File: config.mk
export PLATFORM = sky130hd
export DESIGN_NAME = id_ex_reg
export DESIGN_NICKNAME = d
export VERILOG_FILES = /design/src/rtl/id_ex_reg_pkg.sv /design/src/rtl/id_ex_reg_ext_unit.sv /design/src/rtl/id_ex_reg.sv
export SDC_FILE = /design/constraint.sdc
export NUM_CORES = 1
export LEC_CHECK = 0
export BUFFER_PORTS_ARGS = -buffer_cell sky130_fd_sc_hd__clkbuf_2
export CAP_MARGIN = 20
export CORE_AREA = 2 2 141 143
export CTS_BUF_LIST = sky130_fd_sc_hd__clkbuf_4 sky130_fd_sc_hd__clkbuf_8
export CTS_CLUSTER_DIAMETER = 120
export DETAILED_ROUTE_END_ITERATION = 8
export DIE_AREA = 0 0 143 145
export MAX_ROUTING_LAYER = met4
export PLACE_DENSITY = 0.69
export SYNTH_ARGS = -nofsm -noshare
export SYNTH_HDL_FRONTEND = slang
export SYNTH_SLANG_ARGS = --single-unit
File: constraint.sdc
create_clock -name Clk -period 8.9 [get_ports Clk]
set_input_delay 2.225 -clock Clk [delete_from_list [all_inputs] [get_ports Clk]]
set_output_delay 2.225 -clock Clk [all_outputs]
set_load 0.01 [all_outputs]
File: src/rtl/id_ex_reg_pkg.sv
// Control-word layout and destination-register encodings shared by the decode/execute boundary.
package id_ex_reg_pkg;

    localparam int CTRL_LEN       = 31;
    localparam int CTRL_MEMWRITE  = 30;
    localparam int CTRL_REGWRITE  = 29;
    localparam int CTRL_EXTOP     = 25;
    localparam int CTRL_REGDST_HI = 22;
    localparam int CTRL_REGDST_LO = 21;
    localparam int CTRL_TNEW_HI   = 10;
    localparam int CTRL_TNEW_LO   = 8;

    localparam logic [1:0] REGDST_RT = 2'd0;
    localparam logic [1:0] REGDST_RD = 2'd1;
    localparam logic [1:0] REGDST_RA = 2'd2;

    localparam logic [4:0] REG_RA = 5'd31;

    // Encoding 3 is unused by decode and resolves to $0, which disables the write.
    function automatic logic [4:0] sel_waddr(input logic [1:0] regdst, input logic [31:0] ins);
        logic [4:0] waddr;
        case (regdst)
            REGDST_RT: waddr = ins[20:16];
            REGDST_RD: waddr = ins[15:11];
            REGDST_RA: waddr = REG_RA;
            default:   waddr = 5'd0;
        endcase
        return waddr;
    endfunction

endpackage

File: src/rtl/id_ex_reg_ext_unit.sv
// 16->32 immediate extender, sign or zero according to sign_ext.
// Latency: combinational. Backpressure: none.
// Shared by any stage that needs an extended immediate.
module ext_unit (
    input  logic [15:0] imm,
    input  logic        sign_ext,
    output logic [31:0] ext
);

    assign ext = {{16{sign_ext & imm[15]}}, imm};

endmodule

File: src/rtl/id_ex_reg.sv
// ID/EX pipeline register: captures decoded instruction, PC, control and operands into E.
// Latency: one cycle, outputs driven only from stored state.
// Backpressure: none; E is loaded every cycle, Stall/Flush load a nop bubble.
module id_ex_reg #(
    parameter int          CTRL_LEN = id_ex_reg_pkg::CTRL_LEN,
    parameter logic [31:0] RESET_PC = 32'h0000_3000
) (
    input  logic                Clk,
    input  logic                Reset,
    input  logic                Stall,
    input  logic                Flush,
    input  logic [31:0]         InsIn,
    input  logic [31:0]         PCIn,
    input  logic [CTRL_LEN-1:0] CtrlIn,
    input  logic [31:0]         RsDataIn,
    input  logic [31:0]         RtDataIn,
    output logic [31:0]         InsOut,
    output logic [31:0]         PCOut,
    output logic [CTRL_LEN-1:0] CtrlOut,
    output logic [31:0]         RsDataOut,
    output logic [31:0]         RtDataOut,
    output logic [31:0]         ExtOut,
    output logic [4:0]          WriteAddrOut
);

    import id_ex_reg_pkg::*;

    logic [31:0]         ins_q;
    logic [31:0]         pc_q;
    logic [CTRL_LEN-1:0] ctrl_q;
    logic [31:0]         rs_q;
    logic [31:0]         rt_q;
    logic [31:0]         ext_q;
    logic [4:0]          waddr_q;

    logic [31:0]         ext_d;
    logic [4:0]          waddr_d;
    logic                bubble;

    assign bubble  = Stall | Flush;
    assign waddr_d = sel_waddr(CtrlIn[CTRL_REGDST_HI:CTRL_REGDST_LO], InsIn);

    ext_unit u_ext (
        .imm      (InsIn[15:0]),
        .sign_ext (CtrlIn[CTRL_EXTOP]),
        .ext      (ext_d)
    );

    always_ff @(posedge Clk or posedge Reset) begin
        if (Reset) begin
            ins_q   <= '0;
            pc_q    <= RESET_PC;
            ctrl_q  <= '0;
            rs_q    <= '0;
            rt_q    <= '0;
            ext_q   <= '0;
            waddr_q <= '0;
        end else if (bubble) begin
            // PC still advances so a debug trace shows where the bubble came from.
            ins_q   <= '0;
            pc_q    <= PCIn;
            ctrl_q  <= '0;
            rs_q    <= '0;
            rt_q    <= '0;
            ext_q   <= '0;
            waddr_q <= '0;
        end else begin
            ins_q   <= InsIn;
            pc_q    <= PCIn;
            ctrl_q  <= CtrlIn;
            rs_q    <= RsDataIn;
            rt_q    <= RtDataIn;
            ext_q   <= ext_d;
            waddr_q <= waddr_d;
        end
    end

    logic [2:0] tnew_q;
    logic [2:0] tnew_dec;

    assign tnew_q   = ctrl_q[CTRL_TNEW_HI:CTRL_TNEW_LO];
    assign tnew_dec = (tnew_q == 3'd0) ? 3'd0 : tnew_q - 3'd1;

    // RegWrite is masked for $0 so the forwarding network never matches it.
    always_comb begin
        CtrlOut                              = ctrl_q;
        CtrlOut[CTRL_TNEW_HI:CTRL_TNEW_LO]   = tnew_dec;
        CtrlOut[CTRL_REGWRITE]               = ctrl_q[CTRL_REGWRITE] & (waddr_q != 5'd0);
    end

    assign InsOut       = ins_q;
    assign PCOut        = pc_q;
    assign RsDataOut    = rs_q;
    assign RtDataOut    = rt_q;
    assign ExtOut       = ext_q;
    assign WriteAddrOut = waddr_q;

endmodule
==> results by stage, run 1 <==
Status:
- The run finished with clean final reports.

Timing:
- Based on the critical path, the design can be clocked at up to around 0.25 GHz.
- The final-report max-slew violation count is 0.
- At the pin with the least slew margin, the transition time is 744 ps.
- Headroom to the max-slew limit came out at 0.504.
- The final period utilization is 0.443.
- Setup total negative slack on the finished layout was measured at 0 ps.
- The smallest clock period supported by the final layout is computed as between 3000 and 4000 ps.
- The final-report hold violation count is 0.
- Setup repair after global routing left no endpoint under its margin.
- The number of setup violations in the final report is 0.

Routing:
- The residual DRC count is 0.
- The overall routed net length is between 10 and 15 mm.
- The number of nets with antenna violations after routing is 0.
- The routed wirelength normalized by instance count is between 10 and 15 um.
- The routed layout has between 3000 and 4000 vias.
- The initial detailed-routing violation count is 147.
- The first-pass iteration count of the detailed router is 4.
- Using the TritonRoute via totals, the vias-per-cell ratio works out to slightly below 4.

Clock tree:
- The clock input transition at the sequential cells of the worst setup and hold paths is 110 ps.
- Post-CTS timing repair inserted 0 buffers for setup.
- In this run the deepest clock path goes through 2 buffers.
- The number of buffers inserted during clock tree synthesis is 17.
- The count of clock tree sinks is 165.
- The cell at the root of the clock tree is sky130_fd_sc_hd__clkbuf_8.
- Hold repair after CTS inserted 0 buffers.
- TritonCTS built the clock tree.
- In this run, post-CTS repair resized a total of 0 instances.
- The H-tree generated during clock tree synthesis spans 4 levels.

Floorplan:
- The initial core utilization is 0.293.
- The total area inside the core boundary comes to 19200 um2.
- In this run the count of I/O pins placed on the die edge is around 360.
- The row count is 51.
- From left edge to right edge, the die measures approximately 140 um.
- The die covers ~21000 um2.
- The vertical die dimension is about 150 um.

Power and ir drop:
- The switching part of the total is 0.277.
- The switching component of the power is 0.000403 W.
- Summed over all cells, the static leakage comes to around 4.4 nW.
- The part of the total power dissipated in combinational logic is 0.095.
- The total power per unit cell area is 189 nW/um2.
- The share of total power dissipated in sequential elements is 0.541.
- The share of power burned in the clock network is 0.364.
- The internal power contribution is about 0.0011 W.
- The peak ir drop on the vdd network is 0.0808 mV.

Logic synthesis:
- The biggest area contributor in the post-synthesis netlist is sky130_fd_sc_hd__dfrtp_1.
- The number of library cell types mapped by synthesis is 19.
- The per-instance average area after synthesis is 14.2 um2.
- Yosys attributes the largest share of cell area to sky130_fd_sc_hd__dfrtp_1 (73%), sky130_fd_sc_hd__and2_1 (14%), sky130_fd_sc_hd__buf_4 (7.7%).
- The synthesized instance count is 395.
- The sequential element share of the synthesized area is 0.735.
- The flop and latch count out of synthesis is 165.
- The top-area cell type share of the netlist area is 0.725.
- The total of warnings raised by yosys is 0.
- The number of nets in the synthesized netlist is 560.
- The synthesized netlist occupies a cell area of 5620 um2.

Run:
- The count of maximum capacitance violations is 0.

Layout:
- The layout-stage area growth over the synthesis result is 37.1%.
- Leaving out fill and tap cells, the most frequent cell in the layout is sky130_fd_sc_hd__clkbuf_2.
- The fraction of layout instances using a drive strength above 1 is 0.558.
- The final instance area is 7710 um2.
- After the flow finishes, the layout carries non-filler instances totaling 981.
- In the layout the commonest cells are sky130_fd_sc_hd__clkbuf_2 (358), sky130_fd_sc_hd__dfrtp_1 (163), sky130_fd_sc_hd__and2_1 (127).
- The total number of nets in the final design is 867.

Global route:
- The largest net degree at the start of global routing is 84.
- The number of global-route vias before repair came to 3947.
- The number of antenna violations at the first check in global routing is 2.
- The total grt overflow is 0.
- The all-layer global routing usage is 0.141.
- The first global-routing pass estimated 21.2 mm of wire.

Worst setup path:
- In this run the worst path has a maximum fanout of 2.
- The buffer and inverter count on the worst path is 1.
- The arrival time at the worst endpoint is between 1500 and 2000 ps.
- STA classifies the critical path startpoint as a register.
- The type of element capturing the critical path is an output port.
- Data on the critical path is required at its endpoint by about 6700 ps.
- On the critical path, the stage with the largest delay is an instance of sky130_fd_sc_hd__or4_1.
- The signal on the critical path passes through or4_1, o21a_1, clkbuf_2.
- In this design, the largest share of critical-path delay is due to simple AND/OR/NAND/NOR gates.
- The worst setup path is of the register to output port kind.
- The biggest cell delay along the critical path is 550 ps.

Worst hold path:
- The min-delay analysis places its worst path in the category primary input to register.

Placement:
- The global placement routability congestion is 0.768.
- The half-perimeter wire length of the detailed placement result is 10.7 mm.
- The cell count after placement is 946.
- The placed instances occupy a cell area of 7260 um2.
- Buffers placed on the I/O ports in this run total 358.
power by group through the flow:
stage	logic [W]	registers, W	clock network, W
2_1_floorplan	0.0000552	0.000817	0
3_3_place_gp	0.000138	0.000804	0
3_5_place_dp	0.000139	0.000805	0
4_1_cts	0.000140	0.000790	0.000551
5_1_grt	0.000154	0.000793	0.000583
6_report	0.000138	0.000789	0.000531
sequential cells by signal, indices dropped and copies added, names as in the netlist:
signal and cells:
PCOut 32, RtDataOut 32, ExtOut 17, WriteAddrOut 5, RsDataOut 32, InsOut 16
ctrl_q 31
cell usage after synthesis (all sizes together):
cell type	n
nand2	1
ha	2
o21ai	1
inv	3
clkbuf	14
nor2	3
and2	127
or4	1
or2	1
a21oi	5
buf	60
o21a	1
o21bai	5
nand3b	5
and3	1
dfrtp	163
dfstp	2
worst paths after layout:
path | from | end | cells past startpoint
worst max-delay path | WriteAddrOut[0]$_DFF_PP0_ | CtrlOut[29] | 3
worst min-delay path | PCIn[12] | PCOut[12]$_DFF_PP1_ | 1
max in group asynchronous | Reset | InsOut[19]$_DFF_PP0_ | 4
min in group asynchronous | Reset | RsDataOut[2]$_DFF_PP0_ | 2
layout make-up:
type	instances	area [um2]
flip-flops and latches	165	4130
repair buffers	362	1850
fillers	1860	11500
clock buffers	17	234
well taps	265	332
diodes	1	2.50
clock inverters	15	163
inverters	3	16.3
multi-input cells	153	975
layer usage:
layer	track usage	wire length, um
met5	-	0
met4	0.0569	275
met3	0.0495	1240
met2	0.230	7080
met1	0.158	5470
per-stage QoR:
stage	setup WS [ps]	utilization	hold WS (ps)	power [W]
2_1_floorplan	2220	-	2230	0.000873
3_3_place_gp	4800	0.378	2310	0.000942
3_5_place_dp	4740	0.378	2310	0.000944
4_1_cts	4900	0.399	1800	0.00148
5_1_grt	4850	0.401	1790	0.00153
6_report	4960	0.401	1850	0.00146
logic make-up after synthesis:
kind of cell,Yosys count,synth area share
AO/OA/AOI/OAI,12,0.0134
adder cells (fa/ha/maj),2,0.00445
buffers and inverters,77,0.0932
flip-flops,165,0.735
AND/OR/NAND/NOR,139,0.154
Power figures use the tool's default switching activity.
==> inputs of run 2 (changes only) <==
--- a/config.mk
+++ b/config.mk
@@ -7,13 +7,13 @@
 export LEC_CHECK = 0
 export BUFFER_PORTS_ARGS = -buffer_cell sky130_fd_sc_hd__clkbuf_2
 export CAP_MARGIN = 20
-export CORE_AREA = 2 2 141 143
+export CORE_AREA = 2 2 139 141
 export CTS_BUF_LIST = sky130_fd_sc_hd__clkbuf_4 sky130_fd_sc_hd__clkbuf_8
 export CTS_CLUSTER_DIAMETER = 120
 export DETAILED_ROUTE_END_ITERATION = 8
-export DIE_AREA = 0 0 143 145
+export DIE_AREA = 0 0 141 143
 export MAX_ROUTING_LAYER = met4
-export PLACE_DENSITY = 0.69
+export PLACE_DENSITY = 0.73
 export SYNTH_ARGS = -nofsm -noshare
 export SYNTH_HDL_FRONTEND = slang
 export SYNTH_SLANG_ARGS = --single-unit
==> constraint.sdc (replaced) <==
create_clock -name Clk -period 3.3 [get_ports Clk]
set_input_delay 0.825 -clock Clk [delete_from_list [all_inputs] [get_ports Clk]]
set_output_delay 0.825 -clock Clk [all_outputs]
set_load 0.01 [all_outputs]
==> results by stage, run 2 (synthesized netlist as in run 1, its figures left out) <==
Status:
- The flow ran to the end, and the final reports show no timing, DRC or antenna violations.

Clock tree:
- TritonCTS built the clock tree.
- The deepest clock path buffer count is 2 (unchanged).
- The clock input transition at the sequential cells of the worst setup and hold paths is 100 ps (about the same).
- The number of buffers inserted during clock tree synthesis is 17 (unchanged).
- The post-CTS setup-driven buffer insertion count is 0 (unchanged).
- The number of buffers added to fix hold violations after cts is 0 (unchanged).
- The count of clock tree sinks was 165 (unchanged).
- The number of H-tree branching levels is 4 (unchanged).
- The cell at the root of the clock tree is sky130_fd_sc_hd__clkbuf_8.
- The post-cts repair resize count is 0 (unchanged).

Floorplan:
- The overall die width came to 141 um (-1.4%).
- The row count was 50 (-2.0%).
- The floorplan die area is 20200 um2 (-2.8%).
- The vertical die dimension was 143 um (-1.4%).
- The number of top-level design ports was 359 (unchanged).
- The initial core utilization came to 0.303 (+0.00988).
- The core area is 18600 um2 (-3.3%).

Placement:
- The worst-case setup slack after placement is 1310 ps (-3430 ps).
- The half-perimeter wire length of the detailed placement result is 10.8 mm (+0.27%).
- The number of port buffers is 358 (unchanged).
- The global placement routability congestion is 0.755 (-1.7%).
- The cell count after placement is 918 (-3.0%).

Worst setup path:
- The setup path with the least slack is of type register to output port.
- The top fanout value on the critical path was 2 (unchanged).
- The arrival time at the worst endpoint is 1650 ps (-70 ps).
- The type of element capturing the critical path is an output port.
- The worst setup path is launched from a register.
- The critical path data required time is 2470 ps (-4210 ps).

Routing:
- The initial detailed-routing violation count came to 103 (-30%).
- The overall routed net length is 13.8 mm (-1.8%).
- The first-pass iteration count of the detailed router is 4 (unchanged).
- The number of nets with antenna violations after routing came to 0 (unchanged).
- The routed wirelength normalized by instance count was 14.5 um (+1.2%).
- The via-per-instance ratio was 3.99 (+3.6%).
- The via count is 3793 (+0.40%).
- The residual DRC count is 0 (unchanged).

Layout:
- The sequential cell area in the final layout is 4130 um2 (unchanged).
- The area taken by multi-input logic gates was 975 um2 (unchanged).
- The count of non-filler cells in the finished layout is 951 (-3.1%).
- The commonest non-fill, non-tap cell in the layout is sky130_fd_sc_hd__clkbuf_2.
- The total number of nets in the final design was 868 (+0.12%).
- The layout-stage area growth over the synthesis result is 37.4%.
- In the layout the commonest cells are sky130_fd_sc_hd__clkbuf_2 (358), sky130_fd_sc_hd__dfrtp_1 (163), sky130_fd_sc_hd__and2_1 (127).
- The count of fill cells added during filler insertion was 1793 (-3.6%).
- The fraction of layout instances using a drive strength above 1 is 0.559 (+0.000617).

Power and ir drop:
- The part of the total power dissipated in combinational logic is 0.091 (-0.004).
- The peak ir drop on the vdd network came to 0.256 mV (+220%).
- The switching part of the total came to 0.264 (-0.0129).
- The leakage power total is 4.41 nW (+0.76%).
- The switching component of the power came to 0.00107 W (+170%).
- The sequential share of power is 0.523 (-0.018).
- The internal power contribution is 0.00300 W (+180%).
- The share of power burned in the clock network is 0.386 (+0.022).
- The total power per unit cell area came to 527 nW/um2 (+180%).

Timing:
- The final-report hold violation count is 0 (unchanged).
- The final-report max-slew violation count is 0 (unchanged).
- The worst setup margin is 827 ps (-4130 ps).
- In the finished design, the share of the clock period the worst path needs comes to 0.749.
- The setup total negative slack is 0 ps (unchanged).
- The actual slew at the worst max-slew pin is 726 ps (-18.3 ps).
- Derived from the worst setup path, the maximum achievable clock frequency is 0.404 GHz.
- Setup repair after global routing left no endpoint under its margin.
- The minimum clock period is 2470 ps.
- The number of setup violations in the final report came to 0 (unchanged).
- The worst-case headroom to the max-slew limit was 0.515 (+0.0112).

Run:
- The count of maximum capacitance violations is 0 (unchanged).

Global route:
- The total grt overflow was 0 (unchanged).
- The largest net degree at the start of global routing is 76 (-9.5%).
- The all-layer global routing usage is 0.142 (+0.00106).
- The number of antenna violations at the first check in global routing is 1 (-1).
- The first-pass GRT wire length is 20.7 mm (-2.6%).
- The number of global-route vias before repair is 3884 (-1.6%).

Worst hold path:
- The worst hold path cell count is 1 (unchanged).
- The class of the tightest hold or removal check is primary input to register.
## run 2: final cells by class
| type | instances | share of cell area |
|---|---|---|
| Multi-Input combinational cell | 153 | 0.126 |
| Sequential cell | 165 | 0.535 |
| Antenna cell | 1 | 0.000324 |
| Clock buffer | 17 | 0.0303 |
| Timing Repair Buffer | 363 | 0.242 |
| Clock inverter | 15 | 0.0267 |
| Tap cell | 234 | 0.0379 |
| Inverter | 3 | 0.00194 |
## run 2: layer usage
metal / vias up / share of wire / wire length [um] / GRT usage
met5: - / 0 / 0 / -
met4: 0 / 0.013 / 178 / 0.0500
met3: 11 / 0.095 / 1320 / 0.0600
met2: 217 / 0.51 / 7050 / 0.234
met1: 1803 / 0.38 / 5260 / 0.157
li1: 1762 / - / - / -
## run 2: through the flow
stage | util | total power, W | cell area (um2) | hold slack, ps
detailed placement | 0.392 | 0.00255 | 7280 | 914
CTS | 0.416 | 0.00415 | 7720 | 395
finish | 0.416 | 0.00407 | 7720 | 448
floorplan | - | 0.00235 | 5630 | 829
global route | 0.416 | 0.00428 | 7720 | 398
global placement | 0.392 | 0.00254 | 7280 | 914
## run 2: power by group through the flow
stage                     clock network [W]  registers, W  logic, W
after floorplan                           0       0.00220  0.000149
after detailed placement                  0       0.00217  0.000381
after global placement                    0       0.00217  0.000375
after global routing                0.00172       0.00214  0.000413
after CTS                           0.00164       0.00213  0.000382
final                               0.00157       0.00213  0.000371
## run 2: path summary, 6_finish.rpt
kind | from | to | slack, ps
max | WriteAddrOut[0]$_DFF_PP0_ | CtrlOut[29] | 830
min | PCIn[13] | PCOut[13]$_DFF_PP1_ | 450
min in group asynchronous | Reset | RtDataOut[30]$_DFF_PP0_ | 480
max in group asynchronous | Reset | PCOut[13]$_DFF_PP1_ | 2080
## run 2: critical path, cell delays in order, from the launching register on
cell and delay, ps:
sky130_fd_sc_hd__dfrtp_1 390, sky130_fd_sc_hd__or4_1 520, sky130_fd_sc_hd__o21a_1 180, sky130_fd_sc_hd__clkbuf_2 120
